--- src/rtl/spi_pkg.sv ---
// rtl/spi_pkg.sv - shared types and constants for the SPI slave register front-end
package spi_pkg;

    // Slave frame sequencer states
    typedef enum logic [1:0] {
        ST_IDLE  = 2'd0,
        ST_LOAD  = 2'd1,
        ST_SHIFT = 2'd2
    } spi_state_e;

    // Byte driven on MISO when the host has nothing queued at a byte boundary
    localparam logic [7:0] SPI_IDLE_BYTE = 8'hFF;

    // Mode 0: SCLK idles low, data launched on the falling edge, MSB first
    localparam logic       SPI_CPOL    = 1'b0;
    localparam logic [2:0] SPI_MSB_IDX = 3'd7;

endpackage

--- src/rtl/spi_slave_rf_if.sv ---
// rtl/spi_slave_rf_if.sv - SPI pins plus host byte interface of the SPI slave
interface spi_slave_rf_if;
    logic       sclk;
    logic       csn;
    logic       mosi;
    logic       miso;
    logic       miso_oe;
    logic [7:0] tx_byte;
    logic       tx_load;
    logic       tx_pending;
    logic       tx_underrun;
    logic [7:0] rx_byte;
    logic       rx_valid;
    logic       frame_start;
    logic       frame_end;
    logic       busy;

    // View from inside the slave
    modport slave (
        input  sclk, csn, mosi, tx_byte, tx_load,
        output miso, miso_oe, tx_pending, tx_underrun,
        output rx_byte, rx_valid, frame_start, frame_end, busy
    );

    // View from the SPI master and host side
    modport master (
        output sclk, csn, mosi, tx_byte, tx_load,
        input  miso, miso_oe, tx_pending, tx_underrun,
        input  rx_byte, rx_valid, frame_start, frame_end, busy
    );
endinterface

--- src/rtl/spi_sync_edge.sv ---
// rtl/spi_sync_edge.sv - N-stage input synchronizer with rise/fall pulses
module spi_sync_edge #(
    parameter int   STAGES  = 2,
    parameter logic RST_VAL = 1'b0
) (
    input  logic clk,
    input  logic rst,
    input  logic d,
    output logic q,
    output logic rise,
    output logic fall
);

    logic [STAGES-1:0] sync_q;
    logic [STAGES-1:0] sync_d;

    // Shift the raw input in at bit 0; the top bit is the oldest, settled sample
    always_comb begin
        sync_d = {sync_q[STAGES-2:0], d};
    end

    // Synchronizer chain
    always_ff @(posedge clk or posedge rst) begin
        if (rst) begin
            sync_q <= {STAGES{RST_VAL}};
        end else begin
            sync_q <= sync_d;
        end
    end

    // Edges come from the last two stages so both samples are already settled
    assign q    = sync_q[STAGES-1];
    assign rise =  sync_q[STAGES-2] & ~sync_q[STAGES-1];
    assign fall = ~sync_q[STAGES-2] &  sync_q[STAGES-1];

endmodule

--- src/rtl/spi_slave_rf.sv ---
// rtl/spi_slave_rf.sv - oversampled Mode 0 SPI slave with tx holding register
module spi_slave_rf
    import spi_pkg::*;
#(
    parameter int         SYNC_STAGES = 2,
    parameter logic [7:0] IDLE_BYTE   = SPI_IDLE_BYTE
) (
    input  logic           clk,
    input  logic           rst,
    spi_slave_rf_if.slave  bus
);

    logic sclk_lvl_unused;
    logic sclk_rise;
    logic sclk_fall;
    logic csn_sync;
    logic csn_rise;
    logic csn_fall;
    logic mosi_sync;
    logic mosi_rise_unused;
    logic mosi_fall_unused;

    // CSN resets low so a frame already in progress at reset release never
    // produces a falling edge; the slave waits for the next real CSN fall.
    spi_sync_edge #(.STAGES(SYNC_STAGES), .RST_VAL(SPI_CPOL)) u_sync_sclk (
        .clk  (clk),
        .rst  (rst),
        .d    (bus.sclk),
        .q    (sclk_lvl_unused),
        .rise (sclk_rise),
        .fall (sclk_fall)
    );

    spi_sync_edge #(.STAGES(SYNC_STAGES), .RST_VAL(1'b0)) u_sync_csn (
        .clk  (clk),
        .rst  (rst),
        .d    (bus.csn),
        .q    (csn_sync),
        .rise (csn_rise),
        .fall (csn_fall)
    );

    spi_sync_edge #(.STAGES(SYNC_STAGES), .RST_VAL(1'b0)) u_sync_mosi (
        .clk  (clk),
        .rst  (rst),
        .d    (bus.mosi),
        .q    (mosi_sync),
        .rise (mosi_rise_unused),
        .fall (mosi_fall_unused)
    );

    spi_state_e state_q, state_d;
    logic [7:0] sh_tx_q, sh_tx_d;
    logic [7:0] sh_rx_q, sh_rx_d;
    logic [2:0] bit_cnt_q, bit_cnt_d;
    logic       byte_done_q, byte_done_d;
    logic       miso_q, miso_d;
    logic       miso_oe_q, miso_oe_d;
    logic [7:0] rx_byte_q, rx_byte_d;
    logic       rx_valid_q, rx_valid_d;
    logic       frame_start_q, frame_start_d;
    logic       frame_end_q, frame_end_d;
    logic       tx_underrun_q, tx_underrun_d;
    logic [7:0] hold_q, hold_d;
    logic       tx_pending_q, tx_pending_d;
    logic       busy_q, busy_d;

    logic       reload;
    logic       consume;
    logic [7:0] reload_byte;

    // The next outgoing byte: the host's held byte if any, otherwise the filler
    assign reload_byte = tx_pending_q ? hold_q : IDLE_BYTE;

    // Frame sequencer, shift datapath and tx holding register next-state logic
    always_comb begin
        state_d       = state_q;
        sh_tx_d       = sh_tx_q;
        sh_rx_d       = sh_rx_q;
        bit_cnt_d     = bit_cnt_q;
        byte_done_d   = byte_done_q;
        miso_d        = miso_q;
        miso_oe_d     = miso_oe_q;
        rx_byte_d     = rx_byte_q;
        rx_valid_d    = 1'b0;
        frame_start_d = 1'b0;
        frame_end_d   = 1'b0;
        tx_underrun_d = 1'b0;
        hold_d        = hold_q;
        tx_pending_d  = tx_pending_q;
        busy_d        = busy_q;
        reload        = 1'b0;

        if (state_q != ST_IDLE && csn_rise) begin
            // CSN release wins over any coincident SCLK edge; partial bytes are dropped
            frame_end_d = 1'b1;
            miso_oe_d   = 1'b0;
            miso_d      = 1'b0;
            bit_cnt_d   = SPI_MSB_IDX;
            byte_done_d = 1'b0;
            busy_d      = 1'b0;
            state_d     = ST_IDLE;
        end else begin
            case (state_q)
                ST_IDLE: begin
                    miso_oe_d = 1'b0;
                    if (csn_fall) begin
                        frame_start_d = 1'b1;
                        busy_d        = 1'b1;
                        state_d       = ST_LOAD;
                    end
                end
                ST_LOAD: begin
                    reload    = 1'b1;
                    miso_oe_d = 1'b1;
                    state_d   = ST_SHIFT;
                end
                ST_SHIFT: begin
                    if (sclk_rise && !csn_sync) begin
                        sh_rx_d = {sh_rx_q[6:0], mosi_sync};
                        if (bit_cnt_q == 3'd0) begin
                            rx_byte_d   = {sh_rx_q[6:0], mosi_sync};
                            rx_valid_d  = 1'b1;
                            byte_done_d = 1'b1;
                        end else begin
                            bit_cnt_d = bit_cnt_q - 3'd1;
                        end
                    end else if (sclk_fall && !csn_sync) begin
                        if (byte_done_q) begin
                            reload = 1'b1;
                        end else begin
                            miso_d = sh_tx_q[bit_cnt_q];
                        end
                    end
                end
                default: begin
                    state_d = ST_IDLE;
                end
            endcase
        end

        // Byte boundary: fetch the next outgoing byte and present its MSB
        if (reload) begin
            sh_tx_d       = reload_byte;
            miso_d        = reload_byte[7];
            bit_cnt_d     = SPI_MSB_IDX;
            byte_done_d   = 1'b0;
            tx_underrun_d = ~tx_pending_q;
        end

        // A load landing on the consume cycle refills the register right away
        consume = reload & tx_pending_q;
        if (bus.tx_load && (!tx_pending_q || consume)) begin
            hold_d       = bus.tx_byte;
            tx_pending_d = 1'b1;
        end else if (consume) begin
            tx_pending_d = 1'b0;
        end
    end

    // State and output registers
    always_ff @(posedge clk or posedge rst) begin
        if (rst) begin
            state_q       <= ST_IDLE;
            sh_tx_q       <= 8'h00;
            sh_rx_q       <= 8'h00;
            bit_cnt_q     <= SPI_MSB_IDX;
            byte_done_q   <= 1'b0;
            miso_q        <= 1'b0;
            miso_oe_q     <= 1'b0;
            rx_byte_q     <= 8'h00;
            rx_valid_q    <= 1'b0;
            frame_start_q <= 1'b0;
            frame_end_q   <= 1'b0;
            tx_underrun_q <= 1'b0;
            hold_q        <= 8'h00;
            tx_pending_q  <= 1'b0;
            busy_q        <= 1'b0;
        end else begin
            state_q       <= state_d;
            sh_tx_q       <= sh_tx_d;
            sh_rx_q       <= sh_rx_d;
            bit_cnt_q     <= bit_cnt_d;
            byte_done_q   <= byte_done_d;
            miso_q        <= miso_d;
            miso_oe_q     <= miso_oe_d;
            rx_byte_q     <= rx_byte_d;
            rx_valid_q    <= rx_valid_d;
            frame_start_q <= frame_start_d;
            frame_end_q   <= frame_end_d;
            tx_underrun_q <= tx_underrun_d;
            hold_q        <= hold_d;
            tx_pending_q  <= tx_pending_d;
            busy_q        <= busy_d;
        end
    end

    assign bus.miso        = miso_q;
    assign bus.miso_oe     = miso_oe_q;
    assign bus.rx_byte     = rx_byte_q;
    assign bus.rx_valid    = rx_valid_q;
    assign bus.frame_start = frame_start_q;
    assign bus.frame_end   = frame_end_q;
    assign bus.tx_underrun = tx_underrun_q;
    assign bus.tx_pending  = tx_pending_q;
    assign bus.busy        = busy_q;

endmodule

--- src/flat_wrapper.sv ---
// flat-port wrapper written by rule: the top's interface ports become plain ports
module spi_slave_rf_flat import spi_pkg::*;
#(
    parameter int         SYNC_STAGES = 2,
    parameter logic [7:0] IDLE_BYTE   = SPI_IDLE_BYTE
)
  (clk, rst, bus_sclk, bus_csn, bus_mosi, bus_tx_byte, bus_tx_load, bus_miso, bus_miso_oe, bus_tx_pending, bus_tx_underrun, bus_rx_byte, bus_rx_valid, bus_frame_start, bus_frame_end, bus_busy);
  spi_slave_rf_if bus_i ();
  input  logic clk;
  input  logic rst;
  input wire logic [$bits(bus_i.sclk)-1:0] bus_sclk;
  input wire logic [$bits(bus_i.csn)-1:0] bus_csn;
  input wire logic [$bits(bus_i.mosi)-1:0] bus_mosi;
  input wire logic [$bits(bus_i.tx_byte)-1:0] bus_tx_byte;
  input wire logic [$bits(bus_i.tx_load)-1:0] bus_tx_load;
  output wire logic [$bits(bus_i.miso)-1:0] bus_miso;
  output wire logic [$bits(bus_i.miso_oe)-1:0] bus_miso_oe;
  output wire logic [$bits(bus_i.tx_pending)-1:0] bus_tx_pending;
  output wire logic [$bits(bus_i.tx_underrun)-1:0] bus_tx_underrun;
  output wire logic [$bits(bus_i.rx_byte)-1:0] bus_rx_byte;
  output wire logic [$bits(bus_i.rx_valid)-1:0] bus_rx_valid;
  output wire logic [$bits(bus_i.frame_start)-1:0] bus_frame_start;
  output wire logic [$bits(bus_i.frame_end)-1:0] bus_frame_end;
  output wire logic [$bits(bus_i.busy)-1:0] bus_busy;
  assign bus_i.sclk = bus_sclk;
  assign bus_i.csn = bus_csn;
  assign bus_i.mosi = bus_mosi;
  assign bus_i.tx_byte = bus_tx_byte;
  assign bus_i.tx_load = bus_tx_load;
  assign bus_miso = bus_i.miso;
  assign bus_miso_oe = bus_i.miso_oe;
  assign bus_tx_pending = bus_i.tx_pending;
  assign bus_tx_underrun = bus_i.tx_underrun;
  assign bus_rx_byte = bus_i.rx_byte;
  assign bus_rx_valid = bus_i.rx_valid;
  assign bus_frame_start = bus_i.frame_start;
  assign bus_frame_end = bus_i.frame_end;
  assign bus_busy = bus_i.busy;
  spi_slave_rf #(.SYNC_STAGES(SYNC_STAGES), .IDLE_BYTE(IDLE_BYTE)) u_core (.clk(clk), .rst(rst), .bus(bus_i));
endmodule
--- config.mk ---
export PLATFORM = sky130hd
export DESIGN_NAME = spi_slave_rf_flat
export DESIGN_NICKNAME = d
export VERILOG_FILES = /design/src/rtl/spi_pkg.sv /design/src/rtl/spi_slave_rf_if.sv /design/src/rtl/spi_sync_edge.sv /design/src/rtl/spi_slave_rf.sv /design/src/flat_wrapper.sv
export SDC_FILE = /design/constraint.sdc
export NUM_CORES = 1
export LEC_CHECK = 0
export ABC_AREA = 0
export BUFFER_PORTS_ARGS = -buffer_cell sky130_fd_sc_hd__buf_2
export CORE_MARGIN = 2
export CORE_UTILIZATION = 50
export CTS_CLUSTER_SIZE = 10
export DETAILED_ROUTE_END_ITERATION = 10
export GPL_TIMING_DRIVEN = 0
export PLACE_DENSITY = 0.71
export SLEW_MARGIN = 20
export SYNTH_ARGS = -nofsm -noshare
export SYNTH_HDL_FRONTEND = slang
export SYNTH_SLANG_ARGS = --single-unit
export TNS_END_PERCENT = 100
--- constraint.sdc ---
create_clock -name clk -period 2.7 [get_ports clk]
set_input_delay 0.405 -clock clk [delete_from_list [all_inputs] [get_ports clk]]
set_output_delay 0.405 -clock clk [all_outputs]
set_load 0.005 [all_outputs]
==> metrics.txt, run 1 <==
worst skew pair latency 0.30 ns; Post-Place Worst Slack 0.598 ns; drc violations 0; Yosys reg bits a little over 50; number of enable flip-flop cells after synthesis 0; Worst Hold Class in -> async; Post-synth top flop dfrtp_1; unrepaired setup endpoints after global routing no; Synthesis Warnings 0; site row count 24; hold-fix buffers at CTS 0; count of filler cells inserted in the layout 352; GRT overflow 0; Total Routing Usage GR 0.172; Top delay family on crit path simple AND/OR/NAND/NOR gates; Netlist cell types 42; critical path peak fanout 9; Ant. Diodes 0; Die Y 70.2 um; CTS tree done; Total Wirelength around 3800 um; Worst Setup Start Kind flip-flop; Peak VDD IR roughly 0.5 mV; ys async rst share 1.00; final slew viol count 0; Area contributors post-synth dfrtp_1, mux2_4, mux2_1; area grow syn2layout 14.9%; Post-DRT Antenna Nets 0; CP Data Required Time 2.89 ns; Worst path slowest cell dfrtp_1; largest net degree at the start of global routing 29; Clock Tree Buf Depth 2; initial antenna violation count 0; Leak 1.29 nW; Sink Count a little over 50; status complete, no violations; nets 228; Max Clk Rate 470 MHz; Tcrit/Tclk final 0.787; Finished Layout Cells ~260; Crit path largest cell delay approximately 0.44 ns; PwrDens 1000 nW/um^2; # IOs 30; syn avg cell area 12.8 um^2; postcts setup bufs 0; Initial Util 0.510; Post-Route Setup TNS 0 ns; Vias/cell 5.25; layout cells sized above 1 0.335; CP Data Arrival Time 2.32 ns; Synth Area in Compound Gates 0.0868; Hold Fails Final Rpt 0; Adder-Cell Fraction of Synth Area 0.0343; Cells after Synth 171; IO Port Bufs 29; worst rel slew slack 0.663; cts bufs inserted 5; worst slew pin tran around 0.5 ns; Die Area a little under 5000 um^2; crit end category flip-flop; Post-Synth Simple-Gate Area 0.104; largest area contributor in the netlist dfrtp_1; final worst slack 0.574 ns; sequential area share after synthesis 0.584; dpl cells ~250; gpl congestion 0.805; Synth top area share 0.548; post-CTS sizing 0; endpoints failing setup 0; most numerous cell in the Yosys netlist dfrtp_1; total number of vias 1369; post-synthesis mux area share 0.157; H-Tree Depth 2; drt pass-1 iters 4; Initial DRC Count 38; Tmin final roughly 2.1 ns; Synth Cell Area 2190 um^2; Total Power 2.52 mW; Setup CP Type reg -> reg; DP HPWL 2840 um; Die X 70.2 um; vias in the first global route 1467; first-pass GRT wire length 6710 um; Synth Area in XOR/XNOR 0; Max Cap Viol 0; Mapped Nets 191; Clock Root Buffer clkbuf_8; crit-path cells inv_1, ha_1, clkinv_1, nand2_1, nand3_2, or2_1, buf_2, mux2_1; Clock Pin Slew Worst Setup and Hold Paths 0.09 ns; Clock Skews between 0.01 and 0.015 ns; most frequent cells after synthesis dfrtp_1, inv_1, nor2_1; largest family of logic cells by synthesized area multiplexers; Buf/Inv on CP 3; core area 4290 um^2; drt wl/cell 14.4 um
-- worst reg2reg max path, stage by stage, from the launching register on --
cell and delay [ns]:
dfrtp_1 0.44, inv_1 0.14, ha_1 0.17, clkinv_1 0.15, nand2_1 0.12, nand3_2 0.20
or2_1 0.28, buf_2 0.19, mux2_1 0.33
-- sequential cells by signal, indices dropped and copies added, names as in the netlist, 2 cells and up --
name,cells
u_core.bit_cnt_q,3
u_core.bus.rx_byte,8
u_core.hold_q,8
u_core.sh_rx_q,7
u_core.sh_tx_q,8
u_core.state_q,2
u_core.u_sync_csn.sync_q,2
u_core.u_sync_mosi.sync_q,2
u_core.u_sync_sclk.sync_q,2
-- per-stage QoR --
step,hold WS (ns),util,instance area (um^2)
6_report,0.116,0.586,2520
5_1_grt,0.160,0.586,2520
4_1_cts,0.131,0.586,2520
3_5_place_dp,0.346,0.564,2420
3_3_place_gp,0.339,0.559,2400
2_1_floorplan,0.331,-,2190
-- metal layers --
layer | vias to the layer above | GRT usage | wire, um
met4 | 0 | 0.0641 | 53
met5 | - | 0 | 0
li1 | 660 | - | -
met3 | 6 | 0.0418 | 138
met2 | 26 | 0.295 | 1930
met1 | 677 | 0.212 | 1630
-- where the power goes --
group,total (mW),internal [mW],switching (mW),leakage [nW]
combinational,0.934,0.458,0.476,0.605
clock,0.451,0.210,0.242,0.0516
sequential,1.14,0.999,0.138,0.631
total,2.52,1.67,0.855,1.29
-- logic make-up after synthesis --
kind of cell,after synthesis
fa+ha+maj,6
flops,51
compound gates,28
simple gates,41
mux,26
buf+inv,19
-- worst paths after layout --
| kind | startpoint | to | slack, ns | depth (start not counted) |
|---|---|---|---|---|
| max | u_core.state_q[0]$_DFFE_PP0P_ | u_core.bus.rx_byte[2]$_DFFE_PP0P_ | 0.57 | 8 |
| max in group asynchronous | rst | u_core.bus.miso_oe$_DFFE_PP0P_ | 2.06 | 3 |
| max reg2reg | u_core.state_q[0]$_DFFE_PP0P_ | u_core.bus.rx_byte[2]$_DFFE_PP0P_ | 0.57 | 8 |
| min reg2reg | u_core.u_sync_mosi.sync_q[0]$_DFF_PP0_ | u_core.u_sync_mosi.sync_q[1]$_DFF_PP0_ | 0.36 | 0 |
| min in group clk | bus_mosi | u_core.u_sync_mosi.sync_q[0]$_DFF_PP0_ | 0.20 | 1 |
| min | rst | u_core.u_sync_mosi.sync_q[1]$_DFF_PP0_ | 0.12 | 2 |
-- layout make-up --
cell class	count	area, um^2	share of cell area
clock inverters	2	13.8	0.00547
clock buffers	6	82.6	0.0328
repair buffers	30	165	0.0656
well taps	52	65.1	0.0258
inverters	16	60.1	0.0239
plain buffers	3	13.8	0.00547
flip-flops and latches	51	1280	0.508
multi-input cells	101	837	0.333
-- placed cells by master (no fill, tap or decap), drive strengths merged --
cell type / count
dfrtp: 48
buf: 32
mux2: 23
inv: 16
nor2: 14
a21oi: 8
nand2: 8
a31oi: 7
clkbuf: 7
ha: 6
o21ai: 5
nand2b: 3
nor3: 3
dfstp: 3
nand3: 3
nor2b: 2
or2: 2
mux4: 2
nor3b: 2
clkinv: 2
o21a: 2
or3b: 1
nand3b: 1
mux2i: 1
o22a: 1
o21bai: 1
o22ai: 1
a41oi: 1
o31a: 1
nand4: 1
and3: 1
a22oi: 1
Power figures use the tool's default switching activity.
==> run 2, diff against run 1 <==
--- a/config.mk
+++ b/config.mk
@@ -5,7 +5,7 @@
 export SDC_FILE = /design/constraint.sdc
 export NUM_CORES = 1
 export LEC_CHECK = 0
-export ABC_AREA = 0
+export ABC_AREA = 1
 export BUFFER_PORTS_ARGS = -buffer_cell sky130_fd_sc_hd__buf_2
 export CORE_MARGIN = 2
 export CORE_UTILIZATION = 50
==> constraint.sdc (replaced) <==
create_clock -name clk -period 2.2 [get_ports clk]
set_input_delay 0.33 -clock clk [delete_from_list [all_inputs] [get_ports clk]]
set_output_delay 0.33 -clock clk [all_outputs]
set_load 0.005 [all_outputs]
==> run 2 against run 1 <==
Non-clock buffer count unchanged. Sequential share of layout area shrank 2.1 points. Via count up 19%. Combinational power is 33% higher. Sequential power rose by 24%. Power increased by 26%. Final cell count grew 28%. Design area up 4.2%. Count of clock-buffer cells in the layout unchanged. Critical path depth is the same. Critical path type unchanged. Largest cell class unchanged. Largest power group unchanged. Highest routed layer unchanged.
==> metrics.txt, run 2 <==
Die Y 72.0 um; total number of vias approximately 1600; P_int 1.95 mW; CTS tree done; Hold Fails Final Rpt 0; Finished Layout Cells 334; first-pass GRT wire length 6490 um; reg2reg setup slack approximately 0.48 ns; unrepaired setup endpoints after global routing no; Clock Tree Buf Depth 2; critical path peak fanout 10; post-CTS sizing 0; syn avg cell area roughly 9.4 um^2; worst r2r src u_core.state_q[0]$_DFFE_PP0P_; Tcrit/Tclk final 0.783; CP Data Required Time approximately 2.4 ns; gpl congestion 0.795; Vias/cell 4.88; Cells after Synth about 250; Top cell by count, worst path nand2_1; storage element area 1280 um^2; Initial Util 0.524; largest net degree at the start of global routing 30; largest area contributor in the netlist dfrtp_1; ys async rst share 1.00; Setup CP Type reg -> reg; most frequent cells after synthesis nand2_1, dfrtp_1, inv_1, nand3_1, o21ai_0; IO Port Bufs 28; Post-DRT Antenna Nets 0; Clock Root Buffer clkbuf_8; switching power 1.22 mW; Seq pwr share 0.446; Reg-to-Reg End u_core.bus.rx_byte[2]$_DFFE_PP0P_; Worst Setup Start Kind flip-flop; initial antenna violation count 0; area grow syn2layout 13.4%; commonest cells after routing, fill and taps aside nand2_1, dfrtp_1, inv_1, buf_2; final slew viol count 0; number of enable flip-flop cells after synthesis 0; Logic pwr share 0.393; Clock Pin Slew Worst Setup and Hold Paths roughly 0.080 ns; crit-path cells inv_1, ha_1, nor2_8, nor3_2, nand2_1, buf_6, nand2_1, o21ai_2; DP HPWL 2700 um; crit end category flip-flop; Ant. Diodes 0; dpl cells ~330; Clk network pwr share 0.161; drt wl/cell 10.6 um; Initial DRC Count 57; Total Routing Usage GR 0.161; worst rel slew slack 0.679; Clock Skews between 0.006 and 0.007 ns; Synth Cell Area 2310 um^2; Die Area 5190 um^2; layout cells sized above 1 0.262; sequential area share after synthesis 0.553; postcts setup bufs 0; Post-Route Setup TNS 0 ns; endpoints failing setup 0; drc violations 0; most numerous cell in the Yosys netlist nand2_1; Worst Hold Class in -> async; sw frac 0.384; hold slack 0.0436 ns; worst slew pin tran 0.481 ns; post-route core utilization 0.594; cts bufs inserted 5; Max Clk Rate 581 MHz; vias in the first global route 1486; drt pass-1 iters 4; nets 301; Peak VDD IR 0.595 mV; Sink Count 51; Die X 72.0 um; count of filler cells inserted in the layout 407; Post-Place Worst Slack 0.480 ns; Crit path largest cell delay 0.42 ns; core area ~4400 um^2; Max Cap Viol 0; Post-synth top flop dfrtp_1; Synth top area share 0.519; Netlist cell types 27; Tmin final ~1.7 ns; Total Wirelength 3530 um; hold-fix buffers at CTS 0; FF-to-FF path depth 8; commonest non-fill, non-tap cell in the layout nand2_1; GRT overflow 0; area of the multi-input gates 870 um^2; Area contributors post-synth dfrtp_1, nand2_1, o21ai_2; Yosys reg bits 51; status complete, no violations; Leak 1.40 nW; worst skew pair latency 0.30 ns; Synthesis Warnings 0; final worst slack approximately 0.48 ns; H-Tree Depth 2; Mapped Nets 265; site row count 24; Worst path slowest cell dfrtp_1; CP Data Arrival Time 1.92 ns; # IOs 30; PwrDens 1210 nW/um^2
[run 2: cell types whose count changed in the layout (fill, tap and decap cells not counted), sizes merged, moves of 3 or more]
cell | previous run | this run
nor2 | 14 | 3
nand3 | 3 | 20
inv | 16 | 34
a21oi | 8 | 4
a31oi | 7 | 0
nand2 | 8 | 84
nand2b | 3 | 0
o21ai | 5 | 33
mux2 | 23 | 0
[run 2: worst max-delay path: cells and delay by family, from the launching register on]
kind | cells | cell delay, ns
compound gates | 1 | 0.05
flops | 1 | 0.42
buf+inv | 2 | 0.32
fa+ha+maj | 1 | 0.28
simple gates | 4 | 0.55
[run 2: area by class of cell]
cell class / instances / share of cell area
inverters: 34 / 0.0505
repair buffers: 29 / 0.0610
flip-flops and latches: 51 / 0.488
clock buffers: 6 / 0.0277
well taps: 52 / 0.0248
multi-input cells: 156 / 0.331
plain buffers: 4 / 0.0119
clock inverters: 2 / 0.00477
[run 2: how the worst max path moves through the flow]
stage,startpoint,end,slack [ns]
2_1_floorplan,rst,u_core.bus.busy$_DFFE_PP0P_,0.65
3_3_place_gp,rst,u_core.hold_q[3]$_DFFE_PP0P_,0.04
3_5_place_dp,u_core.state_q[0]$_DFFE_PP0P_,u_core.bus.rx_byte[2]$_DFFE_PP0P_,0.48
4_1_cts,u_core.state_q[0]$_DFFE_PP0P_,u_core.bus.rx_byte[2]$_DFFE_PP0P_,0.47
5_1_grt,u_core.state_q[0]$_DFFE_PP0P_,u_core.bit_cnt_q[1]$_DFFE_PP1P_,0.32
6_report,u_core.state_q[0]$_DFFE_PP0P_,u_core.bus.rx_byte[2]$_DFFE_PP0P_,0.48
[run 2: per-layer routing]
metal	wire length, um	global-route usage
met5	0	0
met3	128	0.0375
met4	68	0.0755
met2	1640	0.257
met1	1690	0.209
[run 2: through the flow]
step / power, mW / cell area [um^2]
6_report: 3.17 / 2620
4_1_cts: 3.21 / 2620
2_1_floorplan: 2.41 / 2310
3_3_place_gp: 2.66 / 2520
5_1_grt: 3.49 / 2620
3_5_place_dp: 2.70 / 2540
[run 2: cell families (layout without fill, tap and decap cells)]
kind of cell,count (synthesis),count (layout),synth area share
XOR/XNOR,1,1,0.00379
buffers and inverters,38,75,0.0708
adder cells (fa/ha/maj),6,6,0.0324
AND/OR/NAND/NOR,110,110,0.225
flip-flops,51,51,0.553
AO/OA/AOI/OAI,39,39,0.115
[run 2: power by group through the flow]
stage               Sequential (mW)  Clock [mW]  Combinational, mW
floorplan                      1.40           0               1.01
global placement               1.42           0               1.23
detailed placement             1.43           0               1.27
CTS                            1.41       0.528               1.27
global route                   1.45       0.575               1.46
finish                         1.41       0.511               1.24
